<file path="src/rtl/board_action_ctrl.sv">
// Turns mouse clicks on a board cell into defuse / flag / explode requests for the redraw datapath.
// Latency: button edge -> CAPTURE -> ISSUE -> request registered on the third edge; ack ends it on the next edge.
// Backpressure: one action in flight; new clicks are ignored until the ack (or timeout) and full button release.
module board_action_ctrl #(
    parameter int ACK_TIMEOUT = 15,
    parameter int MOVE_MAX    = 1023
) (
    input  logic       clk,
    input  logic       rst,
    input  logic [1:0] level,
    input  logic       game_start,
    input  logic       left_btn,
    input  logic       right_btn,
    input  logic [4:0] cell_x,
    input  logic [4:0] cell_y,
    input  logic       cell_valid,
    input  logic       mine_here,
    input  logic       flag_here,
    input  logic       defused_here,
    input  logic       game_won,
    input  logic       upd_ack,
    output logic [4:0] sym_ind_x,
    output logic [4:0] sym_ind_y,
    output logic       defuse,
    output logic       mark_flag,
    output logic       explode,
    output logic       busy,
    output logic       game_over,
    output logic [9:0] move_cnt
);

    typedef enum logic [2:0] {
        IDLE, ARMED, CAPTURE, ISSUE, WAIT_ACK, RELEASE, LOST, WON
    } state_t;

    localparam int TW = (ACK_TIMEOUT < 2) ? 1 : $clog2(ACK_TIMEOUT);
    localparam logic [TW-1:0] TMO_LAST = TW'(ACK_TIMEOUT - 1);
    localparam logic [9:0]    CNT_MAX  = 10'(MOVE_MAX);

    state_t        state_q, state_d;
    logic          left_q, right_q;
    logic          act_right_q, act_right_d;
    logic [4:0]    sym_x_q, sym_x_d, sym_y_q, sym_y_d;
    logic [TW-1:0] tmo_q, tmo_d;
    logic [9:0]    cnt_q, cnt_d;

    logic       left_rise, right_rise, in_range;
    logic [4:0] board_size;

    assign left_rise  = left_btn & ~left_q;
    assign right_rise = right_btn & ~right_q;

    // Board dimension for the current level; the invalid level yields size 0 so nothing is in range
    always_comb begin
        board_size = 5'd0;
        case (level)
            2'b00:   board_size = 5'd8;
            2'b01:   board_size = 5'd10;
            2'b10:   board_size = 5'd16;
            default: board_size = 5'd0;
        endcase
    end

    assign in_range = cell_valid && (cell_x < board_size) && (cell_y < board_size);

    // State, latched target, timeout counter, move count and button history
    always_ff @(posedge clk or negedge rst) begin
        if (!rst) begin
            state_q     <= IDLE;
            left_q      <= 1'b0;
            right_q     <= 1'b0;
            act_right_q <= 1'b0;
            sym_x_q     <= 5'd0;
            sym_y_q     <= 5'd0;
            tmo_q       <= '0;
            cnt_q       <= 10'd0;
        end else begin
            state_q     <= state_d;
            left_q      <= left_btn;
            right_q     <= right_btn;
            act_right_q <= act_right_d;
            sym_x_q     <= sym_x_d;
            sym_y_q     <= sym_y_d;
            tmo_q       <= tmo_d;
            cnt_q       <= cnt_d;
        end
    end

    // Next-state logic; game_start overrides everything and begins a fresh game
    always_comb begin
        state_d     = state_q;
        act_right_d = act_right_q;
        sym_x_d     = sym_x_q;
        sym_y_d     = sym_y_q;
        tmo_d       = tmo_q;
        cnt_d       = cnt_q;
        if (game_start) begin
            state_d = ARMED;
            tmo_d   = '0;
            cnt_d   = 10'd0;
        end else begin
            case (state_q)
                ARMED: begin
                    if (game_won) begin
                        state_d = WON;
                    end else if ((left_rise || right_rise) && in_range) begin
                        // Left wins a simultaneous press; the right edge is simply dropped
                        state_d     = CAPTURE;
                        act_right_d = ~left_rise;
                        sym_x_d     = cell_x;
                        sym_y_d     = cell_y;
                    end
                end
                CAPTURE: state_d = ISSUE;
                ISSUE: begin
                    tmo_d = '0;
                    if (!act_right_q) begin
                        if (defused_here || flag_here) state_d = RELEASE;
                        else if (mine_here)            state_d = LOST;
                        else                           state_d = WAIT_ACK;
                    end else begin
                        if (defused_here) state_d = RELEASE;
                        else              state_d = WAIT_ACK;
                    end
                end
                WAIT_ACK: begin
                    if (upd_ack) begin
                        state_d = RELEASE;
                        if (cnt_q != CNT_MAX) cnt_d = cnt_q + 10'd1;
                    end else if (tmo_q == TMO_LAST) begin
                        state_d = RELEASE;
                    end else begin
                        tmo_d = tmo_q + 1'b1;
                    end
                end
                RELEASE: begin
                    if (game_won)              state_d = WON;
                    else if (!left_q && !right_q) state_d = ARMED;
                end
                default: state_d = state_q;
            endcase
        end
    end

    // Outputs decoded from registered state, so they are glitch-free and reset-clean
    always_comb begin
        defuse    = (state_q == WAIT_ACK) && !act_right_q;
        mark_flag = (state_q == WAIT_ACK) &&  act_right_q;
        explode   = (state_q == LOST);
        busy      = (state_q != ARMED);
        game_over = (state_q == LOST) || (state_q == WON);
        sym_ind_x = sym_x_q;
        sym_ind_y = sym_y_q;
        move_cnt  = cnt_q;
    end

endmodule

</file>
<file path="config.mk">
export PLATFORM = sky130hd
export DESIGN_NAME = board_action_ctrl
export DESIGN_NICKNAME = d
export VERILOG_FILES = /design/src/rtl/board_action_ctrl.sv
export SDC_FILE = /design/constraint.sdc
export NUM_CORES = 1
export LEC_CHECK = 0
export BUFFER_PORTS_ARGS = -buffer_cell sky130_fd_sc_hd__clkbuf_2
export CORE_AREA = 2 2 67 69
export CTS_BUF_LIST = sky130_fd_sc_hd__clkbuf_4
export CTS_CLUSTER_SIZE = 28
export DETAILED_ROUTE_END_ITERATION = 8
export DIE_AREA = 0 0 69 71
export PLACE_DENSITY = 0.72
export RECOVER_POWER = 50
export REMOVE_ABC_BUFFERS = 1
export SKIP_CTS_REPAIR_TIMING = 1
export SLEW_MARGIN = 20
export SYNTH_ARGS = -nofsm -noshare
export SYNTH_HDL_FRONTEND = slang
export SYNTH_SLANG_ARGS = --single-unit
</file>
<file path="constraint.sdc">
create_clock -name clk -period 5.55 [get_ports clk]
set_clock_uncertainty 0.2 [all_clocks]
set_input_delay 0.2775 -clock clk [delete_from_list [all_inputs] [get_ports clk]]
set_output_delay 0.2775 -clock clk [all_outputs]
set_load 0.01 [all_outputs]
</file>
==> results by group <==
Timing
  – Hold Worst Slack: 0.0105 ns
  – RSZ-0062 raised after global routing: no
  – Setup violations, final: 0
  – Tmin final: 2.99 ns
  – Aggregate negative setup slack: 0 ns
  – Headroom to the max-slew limit: -0.0873
  – Setup ws final: 2.56 ns
  – Fin. Hold Viols: 0
  – Period utilisation layout: 0.540
  – Max Slew Vio Count: 31
  – Worst Max-Slew Pin Slew: 1.63 ns
  – Fmax: 334 MHz

Critical path
  – Critical path capture point type: register
  – Reg2reg end: sym_ind_y[0]$_DFFE_PN0P_
  – Critical Path Fanout Max: 11
  – Critical Path RT: 5.56 ns
  – Startpoint type of the worst setup path: input port
  – Critical R2R Launch: state_q[0]$_DFFE_PN0P_
  – Flop2flop setup slack: 2.94 ns
  – CP arrival: 3.01 ns
  – FF-to-FF path depth: 4
  – Critical path type: input port to register

Layout
  – Nets@finish: 255
  – Area Overhead vs Synth: 22.1%
  – Filler Cells Inserted: 391
  – # diodes: 0
  – Register Area: 751 µm²
  – Share of cells above drive strength 1: 0.300
  – Multi-input gate area: 0.00102 mm²
  – Final core utilization: 0.531

Synthesis
  – Share of the synthesized area in the top cell type: 0.410
  – Dominant synthesized flop cell: dfrtp_1
  – #FFs+latches synth: 30
  – Mapped Area: 0.00183 mm²
  – Adder-Cell Fraction of Synth Area: 0.0616
  – Avg Cell Area, Syn: 11.2 µm²
  – Synth area leader: dfrtp_1
  – Post-Synthesis Cells: 164
  – Register area share after synthesis: 0.410
  – Ys async rst share: 1.00
  – Ranking of synthesized cells by area: dfrtp_1, mux2_4, ha_1, nand2_1, nor2_1
  – Synth Area in Simple Gates: 0.209
  – Post-synthesis xor/xnor area fraction: 0.0335
  – Largest family of logic cells by synthesized area: simple AND/OR/NAND/NOR gates
  – Number of flops mapped to enable cells by yosys: 0
  – Most frequent cells after synthesis: dfrtp_1, nand2_1, nor2_1
  – Synth Area in Compound Gates: 0.148
  – Count leader, synth: dfrtp_1
  – Cell variety after synth: 52
  – YS warnings: 0
  – Mux cell area share after synthesis: 0.101

Detailed routing
  – DRT Wirelength: 3910 µm
  – DRT antenna net count: 0
  – Vias per cell: 5.43
  – Via Count: 1494
  – Iter 0 DRT Violations: 65
  – Drt drc: 0
  – Routed len/inst: 14.2 µm
  – TritonRoute pass-1 iters: 4

Placement
  – Pre-CTS WS: 2.74 ns
  – Post-DP HPWL: 2760 µm
  – Port Buffers: 47
  – Routability cong.: 0.739

Power and ir drop
  – Switching power: 233 µW
  – P_int: 436 µW
  – Sw Share: 0.348
  – PwrDens: 300 mW/mm²
  – Logic pwr share: 0.365
  – Pleak: 1.01 nW
  – Clock network power share: 0.195
  – Power, Total: 669 µW
  – Seq pwr share: 0.440
  – VDD IR max: 179 µV

Hold path
  – Hold Crit Start: cell_x[1]
  – Endpoint, Worst Hold: sym_ind_x[1]$_DFFE_PN0P_
  – Cells on Worst Hold Path: 2
  – Hold crit path type: input port to register

Clock network
  – TritonCTS Sinks: 30
  – CTS Root Buffer Type: clkbuf_4
  – CTS HTree Levels: 2
  – Clock transition at path regs: 0.08 ns
  – TritonCTS buffer count: 5
  – Worst skew pair latency: 0.33 ns
  – Clock Path Buffers: 2
  – CTS tree: yes

Job
  – Max Cap Violations: 1

Floorplanning
  – Initial core utilization: 0.435
  – Site Rows: 24
  – Core area: 0.00420 mm²
  – Top Ports: 48
  – Die width: 69 µm
  – Die H: 71 µm
  – Die area: 0.00490 mm²

Outcome
  – Violated checks: capacitance limit, slew limit
  – Status: finished with violations

GRT
  – Vias in the first global route: 1413
  – Largest net degree at the start of global routing: 31
  – Overall Global Routing Usage: 0.167
  – Global route total overflow: 0
  – First-pass GRT wire length: 6620 µm
  – Antenna violations before repair: 0
==> kinds of logic after synthesis <==
logic type                 count (synthesis)
and+or+nand+nor                           62
AOI/OAI and AO/OA                         31
DFF                                       30
muxes                                     13
buffers and inverters                     12
adders and majority gates                  9
xor gates and xnor gates                   7
==> placed cells by master (no fill, tap or decap), types with 4 or more instances in the layout <==
| cell | instances |
|---|---|
| clkbuf_2 | 34 |
| dfrtp_1 | 30 |
| clkbuf_1 | 13 |
| nand2_1 | 11 |
| nor2_1 | 11 |
| mux2_4 | 10 |
| dlygate4sd3_1 | 10 |
| ha_1 | 9 |
| inv_1 | 7 |
| nand3_1 | 7 |
| clkbuf_4 | 7 |
| a21oi_1 | 6 |
| nand2b_1 | 4 |
| xor2_1 | 4 |
| a211oi_1 | 4 |
==> critical path: stages <==
cell and delay [ns]:
dlygate4sd3_1 0.53, clkbuf_2 0.11, ha_1 0.18, or3_1 0.37
o221ai_1 0.19, nand3_1 0.17, nor4_4 0.74, mux2_2 0.41
==> cell type report <==
cell class | instances | area share
inverters | 7 | 0.0118
well taps | 52 | 0.0291
repair buffers | 57 | 0.143
flip-flops and latches | 30 | 0.336
multi-input cells | 122 | 0.457
clock buffers | 7 | 0.0235
==> per-layer routing <==
layer,track usage,up-vias,wire length (µm)
li1,-,722,-
met1,0.230,712,1850
met2,0.262,55,1800
met3,0.0342,5,224
met4,0.0588,0,36
met5,0,-,0
==> state kept, by name, summed over array words and instances (netlist names) <==
name / flops
act_right_q: 1
move_cnt: 10
state_q: 3
tmo_q: 4
right_q: 1
sym_ind_x: 5
left_q: 1
sym_ind_y: 5
==> power by group through the flow <==
stage | clock network (mW) | logic (mW) | registers (mW)
finish | 0.130 | 0.244 | 0.295
global route | 0.146 | 0.270 | 0.303
CTS | 0.135 | 0.247 | 0.295
detailed placement | 0 | 0.245 | 0.298
global placement | 0 | 0.241 | 0.298
floorplan | 0 | 0.163 | 0.297
==> worst max-delay path by stage <==
stage                      start                        to  slack, ns  cells after the start
6_report               cell_y[3]  sym_ind_y[0]$_DFFE_PN0P_       2.56                      8
4_1_cts        right_q$_DFF_PN0_  sym_ind_y[0]$_DFFE_PN0P_       2.92                      5
2_1_floorplan           level[1]  sym_ind_y[0]$_DFFE_PN0P_       2.74                      6
3_5_place_dp            level[1]  sym_ind_y[0]$_DFFE_PN0P_       2.74                      7
5_1_grt                cell_y[3]  sym_ind_y[0]$_DFFE_PN0P_       2.42                      8
3_3_place_gp            level[1]  sym_ind_y[0]$_DFFE_PN0P_       2.80                      7
==> per-stage QoR <==
stage	cell area (µm²)	instances
after detailed placement	2100	258
after global routing	2230	275
final	2230	275
after CTS	2150	265
after floorplan	1790	159
after global placement	2100	258
No activity file was read; power rests on OpenSTA's default activity.
